<file path="src/rtl/alu_seq_if.sv">
// alu_seq_if: instruction handshake and register-bus bundle; master drives instr/bus responses, slave is alu_seq
interface alu_seq_if;
  logic [7:0] instr;
  logic       instr_valid;
  logic       instr_ready;
  logic [3:0] busreq;
  logic [3:0] bus_addr;
  logic [3:0] bus_wdata;
  logic [3:0] bus_rdata;
  logic       bus_ack;
  modport master (
    output instr, instr_valid, bus_rdata, bus_ack,
    input  instr_ready, busreq, bus_addr, bus_wdata
  );
  modport slave (
    input  instr, instr_valid, bus_rdata, bus_ack,
    output instr_ready, busreq, bus_addr, bus_wdata
  );
endinterface

</file>
<file path="src/rtl/alu_seq.sv">
// alu_seq: 4-bit sequential accumulator ALU fetching operands over a register bus.
//   clk, rst_n (async active-low), ena (low freezes all state),
//   bus (alu_seq_if.slave: instr/instr_valid/instr_ready, busreq/bus_addr/bus_wdata/bus_rdata/bus_ack),
//   acc, carry, done (one-cycle retire pulse), err (sticky bus timeout).
//   Define BUSREQ_TIMEOUT_EN to abort RD/WR after 8 cycles without ack; otherwise err is always 0.
module alu_seq (
  input  logic       clk,
  input  logic       rst_n,
  input  logic       ena,
  alu_seq_if.slave   bus,
  output logic [3:0] acc,
  output logic       carry,
  output logic       done,
  output logic       err
);
  typedef enum logic [1:0] {IDLE, RD, EXEC, WR} state_t;
  state_t     state_q, state_d;
  logic [3:0] op_q, op_d, idx_q, idx_d, opnd_q, opnd_d, acc_q, acc_d;
  logic       carry_q, carry_d, done_q, done_d, err_q, err_d;
  logic [4:0] sum;
  logic       arith;
`ifdef BUSREQ_TIMEOUT_EN
  logic [2:0] cnt_q, cnt_d;
`endif
  // bit 4 of the 5-bit result is carry for add and borrow for sub
  assign sum   = op_q == 4'd3 ? {1'b0, acc_q} - {1'b0, opnd_q}
                              : {1'b0, acc_q} + {1'b0, op_q == 4'd1 ? idx_q : opnd_q};
  assign arith = op_q inside {4'd1, 4'd2, 4'd3};
  always_comb begin
    state_d = state_q;
    op_d    = op_q;
    idx_d   = idx_q;
    opnd_d  = opnd_q;
    acc_d   = acc_q;
    carry_d = carry_q;
    err_d   = err_q;
    done_d  = 1'b0;
`ifdef BUSREQ_TIMEOUT_EN
    cnt_d   = 3'd0;
`endif
    case (state_q)
      IDLE: if (bus.instr_valid) begin
        op_d    = bus.instr[3:0];
        idx_d   = bus.instr[7:4];
        state_d = bus.instr[3:0] inside {4'd2, 4'd3, 4'd4} ? RD : bus.instr[3:0] == 4'd5 ? WR : EXEC;
      end
      EXEC: begin
        {carry_d, acc_d} = arith ? sum : {carry_q, op_q == 4'd4 ? acc_q & opnd_q : op_q == 4'd6 ? idx_q : acc_q};
        state_d = IDLE;
        done_d  = 1'b1;
      end
      default: if (bus.bus_ack) begin
        opnd_d  = state_q == RD ? bus.bus_rdata : opnd_q;
        state_d = state_q == RD ? EXEC : IDLE;
        done_d  = state_q == WR;
      end
`ifdef BUSREQ_TIMEOUT_EN
      else if (cnt_q == 3'd7) begin
        state_d = IDLE;
        err_d   = 1'b1;
        done_d  = 1'b1;
      end else cnt_d = cnt_q + 3'd1;
`endif
    endcase
  end
  always_ff @(posedge clk or negedge rst_n)
    if (!rst_n) begin
      state_q <= IDLE;
      op_q    <= 4'd0;
      idx_q   <= 4'd0;
      opnd_q  <= 4'd0;
      acc_q   <= 4'd0;
      carry_q <= 1'b0;
      done_q  <= 1'b0;
      err_q   <= 1'b0;
`ifdef BUSREQ_TIMEOUT_EN
      cnt_q   <= 3'd0;
`endif
    end else if (ena) begin
      state_q <= state_d;
      op_q    <= op_d;
      idx_q   <= idx_d;
      opnd_q  <= opnd_d;
      acc_q   <= acc_d;
      carry_q <= carry_d;
      done_q  <= done_d;
      err_q   <= err_d;
`ifdef BUSREQ_TIMEOUT_EN
      cnt_q   <= cnt_d;
`endif
    end
  assign bus.instr_ready = state_q == IDLE;
  assign bus.busreq      = state_q == RD ? 4'b0001 : state_q == WR ? 4'b0101 : 4'b0000;
  assign bus.bus_addr    = idx_q;
  assign bus.bus_wdata   = state_q == WR ? acc_q : 4'd0;
  assign acc             = acc_q;
  assign carry           = carry_q;
  assign done            = done_q;
  assign err             = err_q;
endmodule

</file>
<file path="src/flat_wrapper.sv">
// flat-port wrapper written by rule: the top's interface ports become plain ports
module alu_seq_flat 
  (clk, rst_n, ena, acc, carry, done, err, bus_instr, bus_instr_valid, bus_bus_rdata, bus_bus_ack, bus_instr_ready, bus_busreq, bus_bus_addr, bus_bus_wdata);
  alu_seq_if bus_i ();
  input  logic clk;
  input  logic rst_n;
  input  logic ena;
  output logic [3:0] acc;
  output logic carry;
  output logic done;
  output logic err;
  input wire logic [$bits(bus_i.instr)-1:0] bus_instr;
  input wire logic [$bits(bus_i.instr_valid)-1:0] bus_instr_valid;
  input wire logic [$bits(bus_i.bus_rdata)-1:0] bus_bus_rdata;
  input wire logic [$bits(bus_i.bus_ack)-1:0] bus_bus_ack;
  output wire logic [$bits(bus_i.instr_ready)-1:0] bus_instr_ready;
  output wire logic [$bits(bus_i.busreq)-1:0] bus_busreq;
  output wire logic [$bits(bus_i.bus_addr)-1:0] bus_bus_addr;
  output wire logic [$bits(bus_i.bus_wdata)-1:0] bus_bus_wdata;
  assign bus_i.instr = bus_instr;
  assign bus_i.instr_valid = bus_instr_valid;
  assign bus_i.bus_rdata = bus_bus_rdata;
  assign bus_i.bus_ack = bus_bus_ack;
  assign bus_instr_ready = bus_i.instr_ready;
  assign bus_busreq = bus_i.busreq;
  assign bus_bus_addr = bus_i.bus_addr;
  assign bus_bus_wdata = bus_i.bus_wdata;
  alu_seq u_core (.clk(clk), .rst_n(rst_n), .ena(ena), .bus(bus_i), .acc(acc), .carry(carry), .done(done), .err(err));
endmodule
</file>
<file path="config.mk">
export PLATFORM = sky130hd
export DESIGN_NAME = alu_seq_flat
export DESIGN_NICKNAME = d
export VERILOG_FILES = /design/src/rtl/alu_seq_if.sv /design/src/rtl/alu_seq.sv /design/src/flat_wrapper.sv
export SDC_FILE = /design/constraint.sdc
export NUM_CORES = 1
export LEC_CHECK = 0
export ABC_AREA = 1
export CORE_UTILIZATION = 35
export CTS_CLUSTER_DIAMETER = 120
export CTS_CLUSTER_SIZE = 30
export DETAILED_ROUTE_END_ITERATION = 8
export SYNTH_ARGS = -nofsm -noshare
export SYNTH_HDL_FRONTEND = slang
export SYNTH_SLANG_ARGS = --single-unit
</file>
<file path="constraint.sdc">
create_clock -name clk -period 3 [get_ports clk]
set_clock_uncertainty 0.1 [all_clocks]
set_input_delay 0.75 -clock clk [delete_from_list [all_inputs] [get_ports clk]]
set_output_delay 0.75 -clock clk [all_outputs]
set_load 0.005 [all_outputs]
</file>
======== Word-level counts from Yosys, hierarchy flattened ========
Cells that the tools add are included.
operators by class
  $add $sub $neg .......................... 2
  $mul .................................... 0
  div/mod/pow operators ................... 0
  magnitude comparators ................... 0
  equal/unequal tests ..................... 13
  shift-type cells ........................ 0
  multiplexer cells ....................... 16
  bitwise logic cells ..................... 2
  reduce and logical (&&, ||, !) cells .... 11
operators with widths
  kind                  count
  $mux W4               6
  $eq A4 B2 Y1 const B  4
  $eq A4 B3 Y1 const B  4
  $reduce_and A3 Y1     4
  $reduce_bool A3 Y1    4
  $mux W2               4
  $add A4 B4 Y5         1
  $mux W5               1
  $sub A4 B4 Y5         1
  $and A4 B4 Y4         1
  $eq A2 B2 Y1 const B  2
  $eq A4 B1 Y1 const B  1
  $pmux W2 S2           1
  $reduce_and A4 Y1     1
  $mux W3               1
  $eq A2 B1 Y1 const B  1
  $logic_not A2 Y1      1
  $mux W1               2
  $ne A2 B2 Y1 const B  1
  $pmux W1 S2           1
  $reduce_or A2 Y1      1
  $not A1 Y1            1
storage, ports and cells
  flip-flop bits (word level) ............. 20
  latch bits .............................. 0
  memory bits (writable) .................. 0
  bits in read-only memories .............. 0
  bits of input ports ..................... 17
  output and inout port bits .............. 20
  logic and storage cells ................. 51
  memories ................................ 0

======== Depth between registers and ports, before layout ========
  depth after elaboration ................. 5
  gate-level depth with buffers ........... 18
  gate-level depth less buffers ........... 18

======== Least setup slack after synthesis ========
OpenSTA, ideal clock, no wires.
  path type ............................... reg2reg
  from .................................... register u_core.op_q[2]
  to ...................................... register u_core.acc_q[3], in the netlist u_core.acc[3]
  setup time .............................. 0.124 ns
  arrival ................................. 2.141 ns
  data required time ...................... 2.776 ns
  setup slack ............................. 0.635 ns
  cell stages (with the launch flop) ...... 13
  buffers on the path ..................... 0
  period minus slack after synthesis ...... 2.365 ns
  cell sequence ........................... dfrtp_1 -> nor2_4 -> nand2_2 -> nand2_1 -> o21ai_2 -> ha_1 -> o21ai_0 -> ha_1 -> nand3_1 -> nand2_1 -> xor2_1 -> o211ai_1 -> nand2_1
on the way
  word-level cells in the longest chain between the ends .. 5
  elaborated cells between the ends (all ways) .. 13
  those cells by class .................... add/sub (1); eq/ne (5); mux (4); reduce/logical (3)
RTL lines
  what                      RTL line                      text
  start: declaration        alu_seq.sv:18                 logic [3:0] op_q, op_d, idx_q, idx_d, opnd_q, opnd_d, acc_q, acc_d;
  start signal: assignment  alu_seq.sv:81                 op_q <= op_d;
  $eq A4 B1 Y1              alu_seq.sv:27, alu_seq.sv:28
  $mux W4                   alu_seq.sv:27                 : {1'b0, acc_q} + {1'b0, op_q == 4'd1 ? idx_q : opnd_q};
  $add A4 B4 Y5             alu_seq.sv:27
  $mux W5                   alu_seq.sv:26                 assign sum = op_q == 4'd3 ? {1'b0, acc_q} - {1'b0, opnd_q}
  $mux W4                   alu_seq.sv:48                 {carry_d, acc_d} = arith ? sum : {carry_q, op_q == 4'd4 ? acc_q & opnd_q : op_q == 4'd6 ? idx_q : acc_q};
  end signal: assignment    alu_seq.sv:72                 acc_q <= 4'd0;
  end signal: assignment    alu_seq.sv:84                 acc_q <= acc_d;
  end: declaration          alu_seq.sv:18
Parallel ways exist; a longest one is shown, timed or not.
A chain may end at the register's enable or synchronous reset.

======== Worst setup path after layout ========
Ends and elaborated chain as after synthesis.

==> results.ini <==
[synth]
yosys.area_share.simple_pct=24.0
synth_top_family_by_area=simple AND/OR/NAND/NOR gates
ys_ff_latch=20
ys_types=33
syn_avg_cell_area_um2=7.68
synth_top_area_cell=dfrtp_1
seq_area_frac_synth_pct=37.7
muxShareOfSynthArea_pct=2.54
syn_area_mm2=0.00133
yosys_warnings=0
synth_fa_ha_area_share_pct=6.21
synthTopCellsByArea=dfrtp_1 38%, inv_1 7.3%, nand2_1 7.1%
synthCells=173
synthXorXnorAreaFrac_pct=1.98
yosysTopAreaCellShare_pct=37.7
synth_compound_area_share_pct=16.5

[grt]
grt.total_usage_pct=16.7
overflow=0
grt_pass1_vias=1153
antenna_found_initial=0
grt_start_max_net_pins=21
grt_pass1_wl_mm=5.13

[min_path]
hold_path_startpoint=u_core.done
min_to=u_core.done
hold_depth=2
hold_path_class=flip-flop to flip-flop

[setup_path]
crit_chain=nor2_4 > nand2_2 > o21ai_2 > ha_1 > xnor2_1 > nand2_1 > o21ai_1 > ha_1 > a21oi_1 > nand2_1 > xor2_1 > o211ai_1 > nand2_1
reg2reg_to=u_core.acc[3]
worstSetupPathType=flip-flop to flip-flop
crit_required_ns=3.06
cp-start-kind=flip-flop
cp.arrival_ns=2.62
timing.rr.start=u_core.op_q[2]
crit_fanout=6
critPathMostFrequentCell=nand2_1
reg2regPathDepth=13
max_stage_delay_ns=0.43
cp-end-kind=flip-flop
r2r_slack_ns=0.44
cpMaxStageDelayCell=dfrtp_1

[floorplan]
num_rows=22
start_util_pct=36.3
die_w_um=63.6
dieArea_mm2=0.00405
die_y_um=63.6
core_area_mm2=0.00366
ios=37

[layout]
area_delta_synth_final_pct=33.5
nNetsFinal=232
layout-drive-gt1-share_pct=11.5
antenna_cells=0
mostFrequentLayoutCells=33 x clkdlybuf4s50_1, 26 x inv_1, 25 x nand2_1
mostFrequentLayoutCell=clkdlybuf4s50_1
final_cell_area_mm2=0.00177

[timing]
slew_headroom_pct=65.0
timing.fmax_mhz=390
worst_pin_slew_ns=0.523
final-setup-viol-count=0
rsz0062_at_grt=false
finalCritPeriodShare_pct=85.4
layout_min_cycle_time_ns=2.56
drv_slew=0
hold_violations=0
finalSetupTns_ns=0

[clocking]
cts-root-buf=clkbuf_8
cts_buffers=3
cts.sinks=20
clockBufferDepth=2
clk_pin_slew_ns=0.08
clock_latency_ns=0.26
postCtsSetupBuffers=0
ctsHoldBuffers=0
htree_levels=1
cts_tree=built
ctsResizeCount=0

[status]
status=complete, no violations

[drt]
antenna_left=0
routedWlPerCell_um=12.1
drtIter0Drc=43
drt_wl_total_mm=3.09
via_per_inst=4.82
vias=1233
drc=0
dr.pass1.iters=4

[power_and_ir_drop]
power.static_leakage_nw=0.823
ir_drop_uv=496
power_density_mw_per_mm2=1110

[placement]
dp_hpwl_mm=2.42
placed_area_mm2=0.00170
port-buffer-count=33
gp_congestion=0.803

[flow_run]
cap_violations=0

## sequential cells by signal, indices dropped and copies added, names as in the netlist
name	flops
u_core.done	1
u_core.state_q	2
u_core.carry	1
u_core.acc	4
u_core.opnd_q	4
u_core.op_q	4
u_core.bus.bus_addr	4
## cell type report
type | instances | area (µm²)
fillers | 363 | 1890
flip-flops and latches | 20 | 500
clock inverters | 1 | 30.0
clock buffers | 3 | 41.3
well taps | 48 | 60.1
inverters | 30 | 113
multi-input cells | 120 | 692
repair buffers | 34 | 338
## power by group
group	internal, W	switching [W]
registers	0.000397	0.000139
logic	0.000530	0.000626
clock network	0.000178	0.0000995
total	0.00111	0.000864
## worst max-delay path: cells and delay by family (launching register included)
family / cells / cell delay [ns]
and+or+nand+nor: 5 / 0.50
xor gates and xnor gates: 2 / 0.27
adders and majority gates: 2 / 0.55
AOI/OAI and AO/OA: 4 / 0.59
DFF: 1 / 0.43
## through the flow
stage | power (W) | instances | hold slack, ns | util [%] | setup slack [ns]
6_report | 0.00197 | 256 | 0.432 | 48.5 | 0.439
5_1_grt | 0.00216 | 256 | 0.461 | 48.5 | 0.223
4_1_cts | 0.00198 | 256 | 0.437 | 48.5 | 0.439
3_5_place_dp | 0.00170 | 252 | 0.424 | 46.5 | 0.460
3_3_place_gp | 0.00168 | 252 | 0.415 | 46.5 | 0.523
2_1_floorplan | 0.00133 | 175 | 0.354 | - | 0.635
## cells in the mapped netlist
master     n
o22ai_1    1
nor2_2     1
o21ai_1    3
a21oi_2    1
clkbuf_1   1
a31oi_1    1
dfrtp_1   20
nand3_1   16
nand2_2    3
nand3_2    1
inv_1     26
o21bai_1   1
buf_2      1
xnor2_1    2
conb_1     1
o31ai_1    1
nor3_2     1
o21ai_2    3
nand2_1   25
nand4_1    2
xor2_1     1
fa_1       1
nor3_1     1
o211ai_1   4
nor2_1    19
inv_2      4
mux2_2     3
o21ai_0    8
nor2_4     1
buf_4      3
a21oi_4    1
a21oi_1   11
ha_1       5
## how the worst max path moves through the flow
stage / startpoint / endpoint / slack [ns] / cells after the start
finish: u_core.op_q[2] / u_core.acc[3] / 0.44 / 13
global route: u_core.op_q[2] / u_core.acc[3] / 0.22 / 14
CTS: u_core.op_q[2] / u_core.acc[3] / 0.44 / 13
detailed placement: u_core.op_q[2] / u_core.acc[3] / 0.46 / 13
global placement: u_core.op_q[2] / u_core.acc[3] / 0.52 / 12
floorplan: u_core.op_q[2] / u_core.acc[3] / 0.63 / 12
## kinds of logic after synthesis
kind of cell / Yosys count
flops: 20
xor+xnor: 3
simple gates: 70
compound gates: 35
other cells: 1
mux: 3
buf+inv: 35
fa+ha+maj: 6
## routing by layer
layer / vias to the layer above / global-route usage (%) / wire (µm)
met5: - / 0 / 0
met4: 0 / 5.11 / 28
met3: 4 / 5.07 / 128
met2: 32 / 29.3 / 1570
met1: 568 / 19.2 / 1360
li1: 629 / - / -
Power figures use the tool's default switching activity.
